===== config.mk =====
export PLATFORM = sky130hd
export DESIGN_NAME = dma_burst_sched_flat
export DESIGN_NICKNAME = d
export VERILOG_FILES = /design/src/rtl/dma_pkg.sv /design/src/rtl/dma_burst_sched_if.sv /design/src/rtl/dma_burst_calc.sv /design/src/rtl/dma_burst_sched.sv /design/src/flat_wrapper.sv
export SDC_FILE = /design/constraint.sdc
export NUM_CORES = 1
export LEC_CHECK = 0
export CAP_MARGIN = 10
export CORE_ASPECT_RATIO = 0.6
export CORE_MARGIN = 2
export CORE_UTILIZATION = 47
export CTS_BUF_LIST = sky130_fd_sc_hd__clkbuf_8
export CTS_CLUSTER_DIAMETER = 50
export DETAILED_ROUTE_END_ITERATION = 8
export GPL_TIMING_DRIVEN = 0
export HOLD_SLACK_MARGIN = 0.12
export PLACE_DENSITY = 0.8
export SLEW_MARGIN = 20
export SYNTH_ARGS = -nofsm -noshare
export SYNTH_HDL_FRONTEND = slang
export SYNTH_SLANG_ARGS = --single-unit
export TNS_END_PERCENT = 50

===== constraint.sdc =====
create_clock -name aclk -period 3.51 [get_ports aclk]
set_input_delay 0.5265 -clock aclk [delete_from_list [all_inputs] [get_ports aclk]]
set_output_delay 0.5265 -clock aclk [all_outputs]
set_load 0.03 [all_outputs]

===== src/rtl/dma_pkg.sv =====
// Shared types and constants for the DMA burst scheduler.
//   AXI_RESP_*      : BRESP encodings seen on write_resp
//   sched_status_t  : completion status reported alongside done
//   sched_state_t   : scheduler FSM states
//   beats_to_4k()   : beats that fit before the next 4KB boundary
package dma_pkg;

  localparam logic [1:0] AXI_RESP_OKAY   = 2'b00;
  localparam logic [1:0] AXI_RESP_SLVERR = 2'b10;

  typedef enum logic [1:0] {
    StatOk      = 2'b00,
    StatSlvErr  = 2'b01,
    StatCfgErr  = 2'b10,
    StatAborted = 2'b11
  } sched_status_t;

  typedef enum logic [2:0] {
    StIdle,
    StCalc,
    StRdIss,
    StRdWait,
    StWrIss,
    StWrWait,
    StFin
  } sched_state_t;

  // Bytes left in the current 4KB page, expressed in beats of 1<<size bytes.
  function automatic logic [12:0] beats_to_4k(input logic [11:0] addr_lo, input logic [1:0] size);
    return (13'd4096 - {1'b0, addr_lo}) >> size;
  endfunction

endpackage


===== src/rtl/dma_burst_sched_if.sv =====
// Command/response bundle between the burst scheduler and the AXI4 master engine.
//   master modport : scheduler side (issues burst commands, receives completions)
//   slave modport  : AXI master engine side
//   start_read_burst/start_write_burst : 1-cycle burst start pulses
//   read_addr/write_addr/burst_len/burst_size/src_inc/dst_inc : burst attributes
//   read_burst_done/write_burst_done/write_resp/mst_error     : completion feedback
interface dma_burst_sched_if #(
  parameter int unsigned ADDR_W = 32
);
  logic              start_read_burst;
  logic              start_write_burst;
  logic [ADDR_W-1:0] read_addr;
  logic [ADDR_W-1:0] write_addr;
  logic [7:0]        burst_len;
  logic [1:0]        burst_size;
  logic              src_inc;
  logic              dst_inc;
  logic              read_burst_done;
  logic              write_burst_done;
  logic [1:0]        write_resp;
  logic              mst_error;

  modport master (
    output start_read_burst, start_write_burst, read_addr, write_addr,
           burst_len, burst_size, src_inc, dst_inc,
    input  read_burst_done, write_burst_done, write_resp, mst_error
  );

  modport slave (
    input  start_read_burst, start_write_burst, read_addr, write_addr,
           burst_len, burst_size, src_inc, dst_inc,
    output read_burst_done, write_burst_done, write_resp, mst_error
  );
endinterface


===== src/rtl/dma_burst_calc.sv =====
// Combinational burst sizer: number of beats for the next burst.
//   beats_left        : beats still to transfer (never 0 when used)
//   src_addr/dst_addr : current burst addresses
//   size              : log2 bytes per beat
//   src_inc/dst_inc   : 1 = INCR side, subject to the 4KB rule
//   nb                : beats in next burst, 1..MAX_BEATS
// Config macro DMA_BOUNDARY_SPLIT_EN: when defined, bursts on INCR sides are
// also clipped so they never cross a 4KB boundary.
module dma_burst_calc
  import dma_pkg::*;
#(
  parameter int unsigned MAX_BEATS = 16,
  parameter int unsigned ADDR_W    = 32,
  parameter int unsigned LEN_W     = 16
) (
  input  logic [LEN_W-1:0]  beats_left,
  input  logic [ADDR_W-1:0] src_addr,
  input  logic [ADDR_W-1:0] dst_addr,
  input  logic [1:0]        size,
  input  logic              src_inc,
  input  logic              dst_inc,
  output logic [8:0]        nb
);

  logic [31:0] lim;

  always_comb begin
    lim = 32'(MAX_BEATS);
    if (32'(beats_left) < lim) lim = 32'(beats_left);
`ifdef DMA_BOUNDARY_SPLIT_EN
    if (src_inc && (32'(beats_to_4k(src_addr[11:0], size)) < lim)) begin
      lim = 32'(beats_to_4k(src_addr[11:0], size));
    end
    if (dst_inc && (32'(beats_to_4k(dst_addr[11:0], size)) < lim)) begin
      lim = 32'(beats_to_4k(dst_addr[11:0], size));
    end
`endif
  end

  assign nb = lim[8:0];

  // Bits that only matter in some configurations.
  logic unused_calc;
  assign unused_calc = ^{src_addr, dst_addr, size, src_inc, dst_inc, lim[31:9]};

endmodule


===== src/rtl/dma_burst_sched.sv =====
// DMA burst scheduler: splits one descriptor into read/write AXI burst pairs.
//   aclk, aresetn         : clock, asynchronous active-low reset
//   cfg_start             : accept descriptor (only while idle)
//   cfg_abort             : stop after the current burst pair
//   cfg_src_addr/dst_addr : start addresses; cfg_beats: total beats
//   cfg_size              : log2 bytes/beat (3 illegal); cfg_src_inc/dst_inc: INCR flags
//   busy, done, status    : progress/completion; status valid with done
//   beats_left            : beats not yet written
//   bus (master modport)  : burst commands to / completions from the AXI master
// Config macro DMA_BOUNDARY_SPLIT_EN enables 4KB boundary splitting (see dma_burst_calc).
module dma_burst_sched
  import dma_pkg::*;
#(
  parameter int unsigned MAX_BEATS = 16,
  parameter int unsigned ADDR_W    = 32,
  parameter int unsigned LEN_W     = 16
) (
  input  logic                aclk,
  input  logic                aresetn,
  input  logic                cfg_start,
  input  logic                cfg_abort,
  input  logic [ADDR_W-1:0]   cfg_src_addr,
  input  logic [ADDR_W-1:0]   cfg_dst_addr,
  input  logic [LEN_W-1:0]    cfg_beats,
  input  logic [1:0]          cfg_size,
  input  logic                cfg_src_inc,
  input  logic                cfg_dst_inc,
  output logic                busy,
  output logic                done,
  output logic [1:0]          status,
  output logic [LEN_W-1:0]    beats_left,
  dma_burst_sched_if.master   bus
);

  sched_state_t  state_q, state_d;
  sched_status_t status_q, status_d;
  logic [ADDR_W-1:0] src_q, src_d, dst_q, dst_d;
  logic [LEN_W-1:0]  left_q, left_d;
  logic [1:0]        size_q, size_d;
  logic              sinc_q, sinc_d, dinc_q, dinc_d;
  logic [8:0]        nb_q, nb_d;
  logic [7:0]        len_q, len_d;
  logic              abort_q, abort_d;
  logic              busy_q, done_q, rd_pulse_q, wr_pulse_q;

  logic [8:0] nb_calc;
  logic [2:0] align_mask;
  logic       cfg_err;

  dma_burst_calc #(
    .MAX_BEATS (MAX_BEATS),
    .ADDR_W    (ADDR_W),
    .LEN_W     (LEN_W)
  ) u_calc (
    .beats_left (left_q),
    .src_addr   (src_q),
    .dst_addr   (dst_q),
    .size       (size_q),
    .src_inc    (sinc_q),
    .dst_inc    (dinc_q),
    .nb         (nb_calc)
  );

  always_comb begin
    unique case (cfg_size)
      2'd0:    align_mask = 3'b000;
      2'd1:    align_mask = 3'b001;
      2'd2:    align_mask = 3'b011;
      default: align_mask = 3'b111;
    endcase
    cfg_err = (cfg_size == 2'b11) ||
              ((cfg_src_addr[2:0] & align_mask) != 3'b000) ||
              ((cfg_dst_addr[2:0] & align_mask) != 3'b000);
  end

  always_comb begin
    state_d  = state_q;
    status_d = status_q;
    src_d    = src_q;
    dst_d    = dst_q;
    left_d   = left_q;
    size_d   = size_q;
    sinc_d   = sinc_q;
    dinc_d   = dinc_q;
    nb_d     = nb_q;
    len_d    = len_q;
    // Abort is sticky for the rest of the descriptor once seen outside idle.
    abort_d  = abort_q | (cfg_abort & (state_q != StIdle));

    unique case (state_q)
      StIdle: begin
        if (cfg_start) begin
          src_d    = cfg_src_addr;
          dst_d    = cfg_dst_addr;
          left_d   = cfg_beats;
          size_d   = cfg_size;
          sinc_d   = cfg_src_inc;
          dinc_d   = cfg_dst_inc;
          abort_d  = 1'b0;
          status_d = StatOk;
          if (cfg_err) begin
            status_d = StatCfgErr;
            state_d  = StFin;
          end else if (cfg_beats == '0) begin
            state_d  = StFin;
          end else begin
            state_d  = StCalc;
          end
        end
      end
      StCalc: begin
        if (abort_q || cfg_abort) begin
          status_d = StatAborted;
          state_d  = StFin;
        end else begin
          nb_d    = nb_calc;
          len_d   = 8'(nb_calc - 9'd1);
          state_d = StRdIss;
        end
      end
      StRdIss: state_d = StRdWait;
      StRdWait: begin
        if (bus.read_burst_done) begin
          if (bus.mst_error) begin
            status_d = StatSlvErr;
            state_d  = StFin;
          end else begin
            state_d  = StWrIss;
          end
        end
      end
      StWrIss: state_d = StWrWait;
      StWrWait: begin
        if (bus.write_burst_done) begin
          left_d = left_q - LEN_W'(nb_q);
          if (sinc_q) src_d = src_q + (ADDR_W'(nb_q) << size_q);
          if (dinc_q) dst_d = dst_q + (ADDR_W'(nb_q) << size_q);
          if ((bus.write_resp != AXI_RESP_OKAY) || bus.mst_error) begin
            status_d = StatSlvErr;
            state_d  = StFin;
          end else if (abort_q || cfg_abort) begin
            status_d = StatAborted;
            state_d  = StFin;
          end else if (left_d == '0) begin
            status_d = StatOk;
            state_d  = StFin;
          end else begin
            state_d  = StCalc;
          end
        end
      end
      StFin:   state_d = StIdle;
      default: state_d = StIdle;
    endcase
  end

  always_ff @(posedge aclk or negedge aresetn) begin
    if (!aresetn) begin
      state_q    <= StIdle;
      status_q   <= StatOk;
      src_q      <= '0;
      dst_q      <= '0;
      left_q     <= '0;
      size_q     <= 2'b10;
      sinc_q     <= 1'b0;
      dinc_q     <= 1'b0;
      nb_q       <= '0;
      len_q      <= '0;
      abort_q    <= 1'b0;
      busy_q     <= 1'b0;
      done_q     <= 1'b0;
      rd_pulse_q <= 1'b0;
      wr_pulse_q <= 1'b0;
    end else begin
      state_q    <= state_d;
      status_q   <= status_d;
      src_q      <= src_d;
      dst_q      <= dst_d;
      left_q     <= left_d;
      size_q     <= size_d;
      sinc_q     <= sinc_d;
      dinc_q     <= dinc_d;
      nb_q       <= nb_d;
      len_q      <= len_d;
      abort_q    <= abort_d;
      // Pulses are registered one cycle behind their state so every output is a flop.
      busy_q     <= (state_d != StIdle);
      done_q     <= (state_q == StFin);
      rd_pulse_q <= (state_q == StRdIss);
      wr_pulse_q <= (state_q == StWrIss);
    end
  end

  assign busy       = busy_q;
  assign done       = done_q;
  assign status     = status_q;
  assign beats_left = left_q;

  assign bus.start_read_burst  = rd_pulse_q;
  assign bus.start_write_burst = wr_pulse_q;
  assign bus.read_addr         = src_q;
  assign bus.write_addr        = dst_q;
  assign bus.burst_len         = len_q;
  assign bus.burst_size        = size_q;
  assign bus.src_inc           = sinc_q;
  assign bus.dst_inc           = dinc_q;

endmodule


===== src/flat_wrapper.sv =====
// flat-port wrapper written by rule: the top's interface ports become plain ports
module dma_burst_sched_flat import dma_pkg::*;
#(
  parameter int unsigned MAX_BEATS = 16,
  parameter int unsigned ADDR_W    = 32,
  parameter int unsigned LEN_W     = 16
)
  (aclk, aresetn, cfg_start, cfg_abort, cfg_src_addr, cfg_dst_addr, cfg_beats, cfg_size, cfg_src_inc, cfg_dst_inc, busy, done, status, beats_left, bus_start_read_burst, bus_start_write_burst, bus_read_addr, bus_write_addr, bus_burst_len, bus_burst_size, bus_src_inc, bus_dst_inc, bus_read_burst_done, bus_write_burst_done, bus_write_resp, bus_mst_error);
  dma_burst_sched_if #(.ADDR_W(ADDR_W)) bus_i ();
  input  logic aclk;
  input  logic aresetn;
  input  logic cfg_start;
  input  logic cfg_abort;
  input  logic [ADDR_W-1:0] cfg_src_addr;
  input  logic [ADDR_W-1:0] cfg_dst_addr;
  input  logic [LEN_W-1:0] cfg_beats;
  input  logic [1:0] cfg_size;
  input  logic cfg_src_inc;
  input  logic cfg_dst_inc;
  output logic busy;
  output logic done;
  output logic [1:0] status;
  output logic [LEN_W-1:0] beats_left;
  output wire logic [$bits(bus_i.start_read_burst)-1:0] bus_start_read_burst;
  output wire logic [$bits(bus_i.start_write_burst)-1:0] bus_start_write_burst;
  output wire logic [$bits(bus_i.read_addr)-1:0] bus_read_addr;
  output wire logic [$bits(bus_i.write_addr)-1:0] bus_write_addr;
  output wire logic [$bits(bus_i.burst_len)-1:0] bus_burst_len;
  output wire logic [$bits(bus_i.burst_size)-1:0] bus_burst_size;
  output wire logic [$bits(bus_i.src_inc)-1:0] bus_src_inc;
  output wire logic [$bits(bus_i.dst_inc)-1:0] bus_dst_inc;
  input wire logic [$bits(bus_i.read_burst_done)-1:0] bus_read_burst_done;
  input wire logic [$bits(bus_i.write_burst_done)-1:0] bus_write_burst_done;
  input wire logic [$bits(bus_i.write_resp)-1:0] bus_write_resp;
  input wire logic [$bits(bus_i.mst_error)-1:0] bus_mst_error;
  assign bus_start_read_burst = bus_i.start_read_burst;
  assign bus_start_write_burst = bus_i.start_write_burst;
  assign bus_read_addr = bus_i.read_addr;
  assign bus_write_addr = bus_i.write_addr;
  assign bus_burst_len = bus_i.burst_len;
  assign bus_burst_size = bus_i.burst_size;
  assign bus_src_inc = bus_i.src_inc;
  assign bus_dst_inc = bus_i.dst_inc;
  assign bus_i.read_burst_done = bus_read_burst_done;
  assign bus_i.write_burst_done = bus_write_burst_done;
  assign bus_i.write_resp = bus_write_resp;
  assign bus_i.mst_error = bus_mst_error;
  dma_burst_sched #(.MAX_BEATS(MAX_BEATS), .ADDR_W(ADDR_W), .LEN_W(LEN_W)) u_core (.aclk(aclk), .aresetn(aresetn), .cfg_start(cfg_start), .cfg_abort(cfg_abort), .cfg_src_addr(cfg_src_addr), .cfg_dst_addr(cfg_dst_addr), .cfg_beats(cfg_beats), .cfg_size(cfg_size), .cfg_src_inc(cfg_src_inc), .cfg_dst_inc(cfg_dst_inc), .busy(busy), .done(done), .status(status), .beats_left(beats_left), .bus(bus_i));
endmodule

==> reports/qor.yml <==
worst_setup_path:
  critPathSlowestCell: "dfrtp_2"
  path_buf_inv: 2
  required_ns: 3.82
  crit_path_end_kind: "flip-flop"
  crit_type: "reg -> reg"
  slowest_delay_ns: 0.47
  cp-start-kind: "flip-flop"
  cp_cell_sequence: "buf_4 -> nor3b_4 -> ha_2 -> inv_1 -> fa_1 -> nor2b_2 -> o2111ai_1 -> a211o_1 -> a31o_2 -> nor3_4 -> nand2_1 -> a21oi_1 -> a2bb2oi_1"
  crit_family: "compound AO/OA/AOI/OAI gates"
  crit_arrival_ns: 3.72
  cp_max_fo: 10
finish:
  fin_util: 0.6375
  fill_cells: 1388
  design_area_um2: 10250
  final_cells: 1361
  layout-drive-gt1-share: 0.06424
  nets: 1277
  synthToLayoutAreaGrowth_pct: 33.81
  n_antenna_cell: 0
routing:
  vias: 8437
  dr.pass1.iters: 8
  drc: 0
  ant_nets: 0
  drt-wirelength-per-cell_um: 20.33
  drt-initial-drc-count: 1016
  vias_per_cell: 6.199
  wirelength_um: 27670
timing:
  relSlewSlack: 0.4344
  drv_slew: 0
  fin_skew_ns: 0.01381
  hold_slack_ns: 0.4944
  setup_violations: 0
  min_period_ns: 3.409
  setup_ws_ns: 0.1008
  finalHoldViolations: 0
  period_share: 0.9713
  tightest_slew_ns: 0.8483
  setup_tns_ns: 0
  max_freq_ghz: 0.2933
cts:
  cts_made_buffers: 9
  clk_latency_ns: 0.39
  clock_path_buffers: 2
  cts_tree: "yes"
  clkSinkCount: 111
  clk_pin_slew_worst_paths_ns: 0.12
  h-tree-depth: 3
  cts_root_buffer: "clkbuf_8"
floorplanning:
  die_h_um: 102.9
  initial_core_util: 0.4764
  io_pins: 191
  dieArea_um2: 17370
  die_x_um: 168.8
  core-area_um2: 16080
  rows: 36
yosys:
  synth_edf_count: 0
  synth_area_leaders: "dfrtp_1 (36%), a21oi_1 (5.9%), nor2_1 (5.9%)"
  syn_avg_cell_area_um2: 8.150
  netlist_area_um2: 7661
  synth_cells: 940
  synth_nets: 1070
  yosys.area.top_type_share: 0.3593
  yosys.area.top_type: "dfrtp_1"
  synth-main-ff-cell: "dfrtp_1"
  synth_seq_cells: 111
  seq_area_frac_synth: 0.3627
  synth_cell_types: 70
  async_reset_ff_frac: 1.000
  yosysWarningCount: 0
pwr:
  switching_share: 0.5215
  p_leak_nw: 4.266
  clkPwrFrac: 0.074
  p_int_mw: 5.350
  powerDensity_nw_per_um2: 1091
  switchingPower_mw: 5.831
  power_mw: 11.18
  peakVddDrop_mv: 0.5975
  combPwrFrac: 0.691
  p_seq_frac: 0.235
grt:
  grt_max_degree: 67
  grtUsageTotal: 0.3162
  grt_pass1_wl_um: 42410
  overflow: 0
  antenna_found_initial: 0
  grt_pass1_vias: 7761
placed_design:
  hpwl_um: 20980
  port_buffers: 190
  postPlaceCellArea_um2: 9853
  dp_cells: 1340
  place_ws_ns: -0.7550
  routabilityCongestion: 0.9581
outcome:
  status: "complete, no violations"
min_path:
  hp-class: "reg -> reg"
flow_run:
  cap_viol_max_count: 0
[power groups by stage]
stage | Combinational [mW] | Sequential (mW) | Clock (mW)
final | 7.72 | 2.63 | 0.828
after CTS | 7.44 | 2.60 | 0.842
after global placement | 7.16 | 2.60 | 0
after global routing | 8.31 | 2.70 | 0.895
after detailed placement | 7.33 | 2.60 | 0
after floorplan | 3.93 | 3.47 | 0
[metal layers]
layer	track usage	part of all wire	up-vias
met3	0.08023	0.13	66
met5	0	0	-
met4	0.09350	0.023	0
met2	0.4423	0.40	548
met1	0.4789	0.45	3968
li1	-	-	3855
[registers in the layout, summed over array words and instances (netlist names)]
signal	flops
u_core.abort_q	1
u_core.beats_left	16
u_core.bus.burst_len	8
u_core.bus.burst_size	2
u_core.bus.dst_inc	1
u_core.bus.read_addr	32
u_core.bus.src_inc	1
u_core.bus.start_read_burst	1
u_core.bus.start_write_burst	1
u_core.bus.write_addr	32
u_core.busy	1
u_core.done	1
u_core.nb_q	9
u_core.state_q	3
u_core.status	2
[synth_stat cells (all sizes together) (11+ instances only)]
cell type and count:
inv 29, o21ai 64, nand3 27, nor2 121, mux2i 12, nand2 98, a31oi 24, clkbuf 43
nand4 12, dfrtp 110, a21o 24, xnor2 16, and3 18, nor4 15, a21oi 92, nor3 22
buf 11, ha 34, a211oi 19
[layout make-up]
cell class                 count  area (um^2)  area share
buffer                        52        225.2     0.02197
timing repair buffer         198         1986      0.1937
clock inverter                 6        67.56    0.006591
tap                          209        261.5     0.02551
clock buffer                  10        137.6     0.01343
multi-input combinational    746         4682      0.4567
sequential                   111         2783      0.2715
inverter                      29        108.9     0.01062
[worst reg2reg max path, stage by stage, from the launching register on]
cell and delay [ns]:
dfrtp_2 0.47, buf_4 0.20, nor3b_4 0.29, ha_2 0.24, inv_1 0.05, fa_1 0.39, nor2b_2 0.18, o2111ai_1 0.18
a211o_1 0.40, a31o_2 0.25, nor3_4 0.21, nand2_1 0.08, a21oi_1 0.19, a2bb2oi_1 0.20
[placed cells by master (no fill, tap or decap), types with 8 or more instances in the layout]
cell type / Yosys / routed
clkdlybuf4s50_1: 0 / 189
nor2_1: 121 / 120
dfrtp_1: 110 / 107
nand2_1: 98 / 98
a21oi_1: 91 / 89
o21ai_0: 62 / 60
clkbuf_1: 43 / 39
ha_1: 34 / 32
inv_1: 29 / 30
nand3_1: 27 / 27
a21o_1: 24 / 24
a31oi_1: 24 / 23
nor3_1: 22 / 20
and3_1: 18 / 18
xnor2_1: 16 / 16
nor4_1: 15 / 15
a211oi_1: 17 / 15
nand4_1: 12 / 12
o22ai_1: 10 / 10
or3_1: 10 / 10
a311oi_1: 10 / 10
clkbuf_8: 0 / 10
nand2b_1: 9 / 9
mux2i_1: 12 / 9
xor2_1: 9 / 9
buf_4: 1 / 8
a211o_1: 8 / 8
o21a_1: 8 / 8
o22a_1: 8 / 8
[repair_timing]
item	CTS	global route
setup endpoints to repair	43	38
hold buffers	1	0
pin swaps	0	7
buffers inserted	2	4
gates resized for setup	18	19
endpoints found under the hold margin	45	0
[kinds of logic after synthesis]
family / synth area share
AOI/OAI and AO/OA: 0.2665
DFF: 0.3627
adders and majority gates: 0.06337
muxes: 0.01764
and+or+nand+nor: 0.2182
xor gates and xnor gates: 0.02858
buffers and inverters: 0.04295
[final timing paths]
| path | slack (ns) | cells after the start | start | endpoint |
|---|---|---|---|---|
| worst max-delay path | 0.10 | 13 | u_core.bus.burst_size[0] | u_core.bus.write_addr[26] |
| worst min-delay path | 0.49 | 1 | u_core.bus.write_addr[31] | u_core.bus.write_addr[31] |
| worst max register to register | 0.10 | 13 | u_core.bus.burst_size[0] | u_core.bus.write_addr[26] |
| worst min register to register | 0.49 | 1 | u_core.bus.write_addr[31] | u_core.bus.write_addr[31] |
| max in group asynchronous | 2.16 | 3 | aresetn | u_core.bus.burst_size[1] |
| min in group asynchronous | 0.62 | 2 | aresetn | u_core.bus.start_write_burst |
Note: power is estimated with default switching activity, not from simulation.
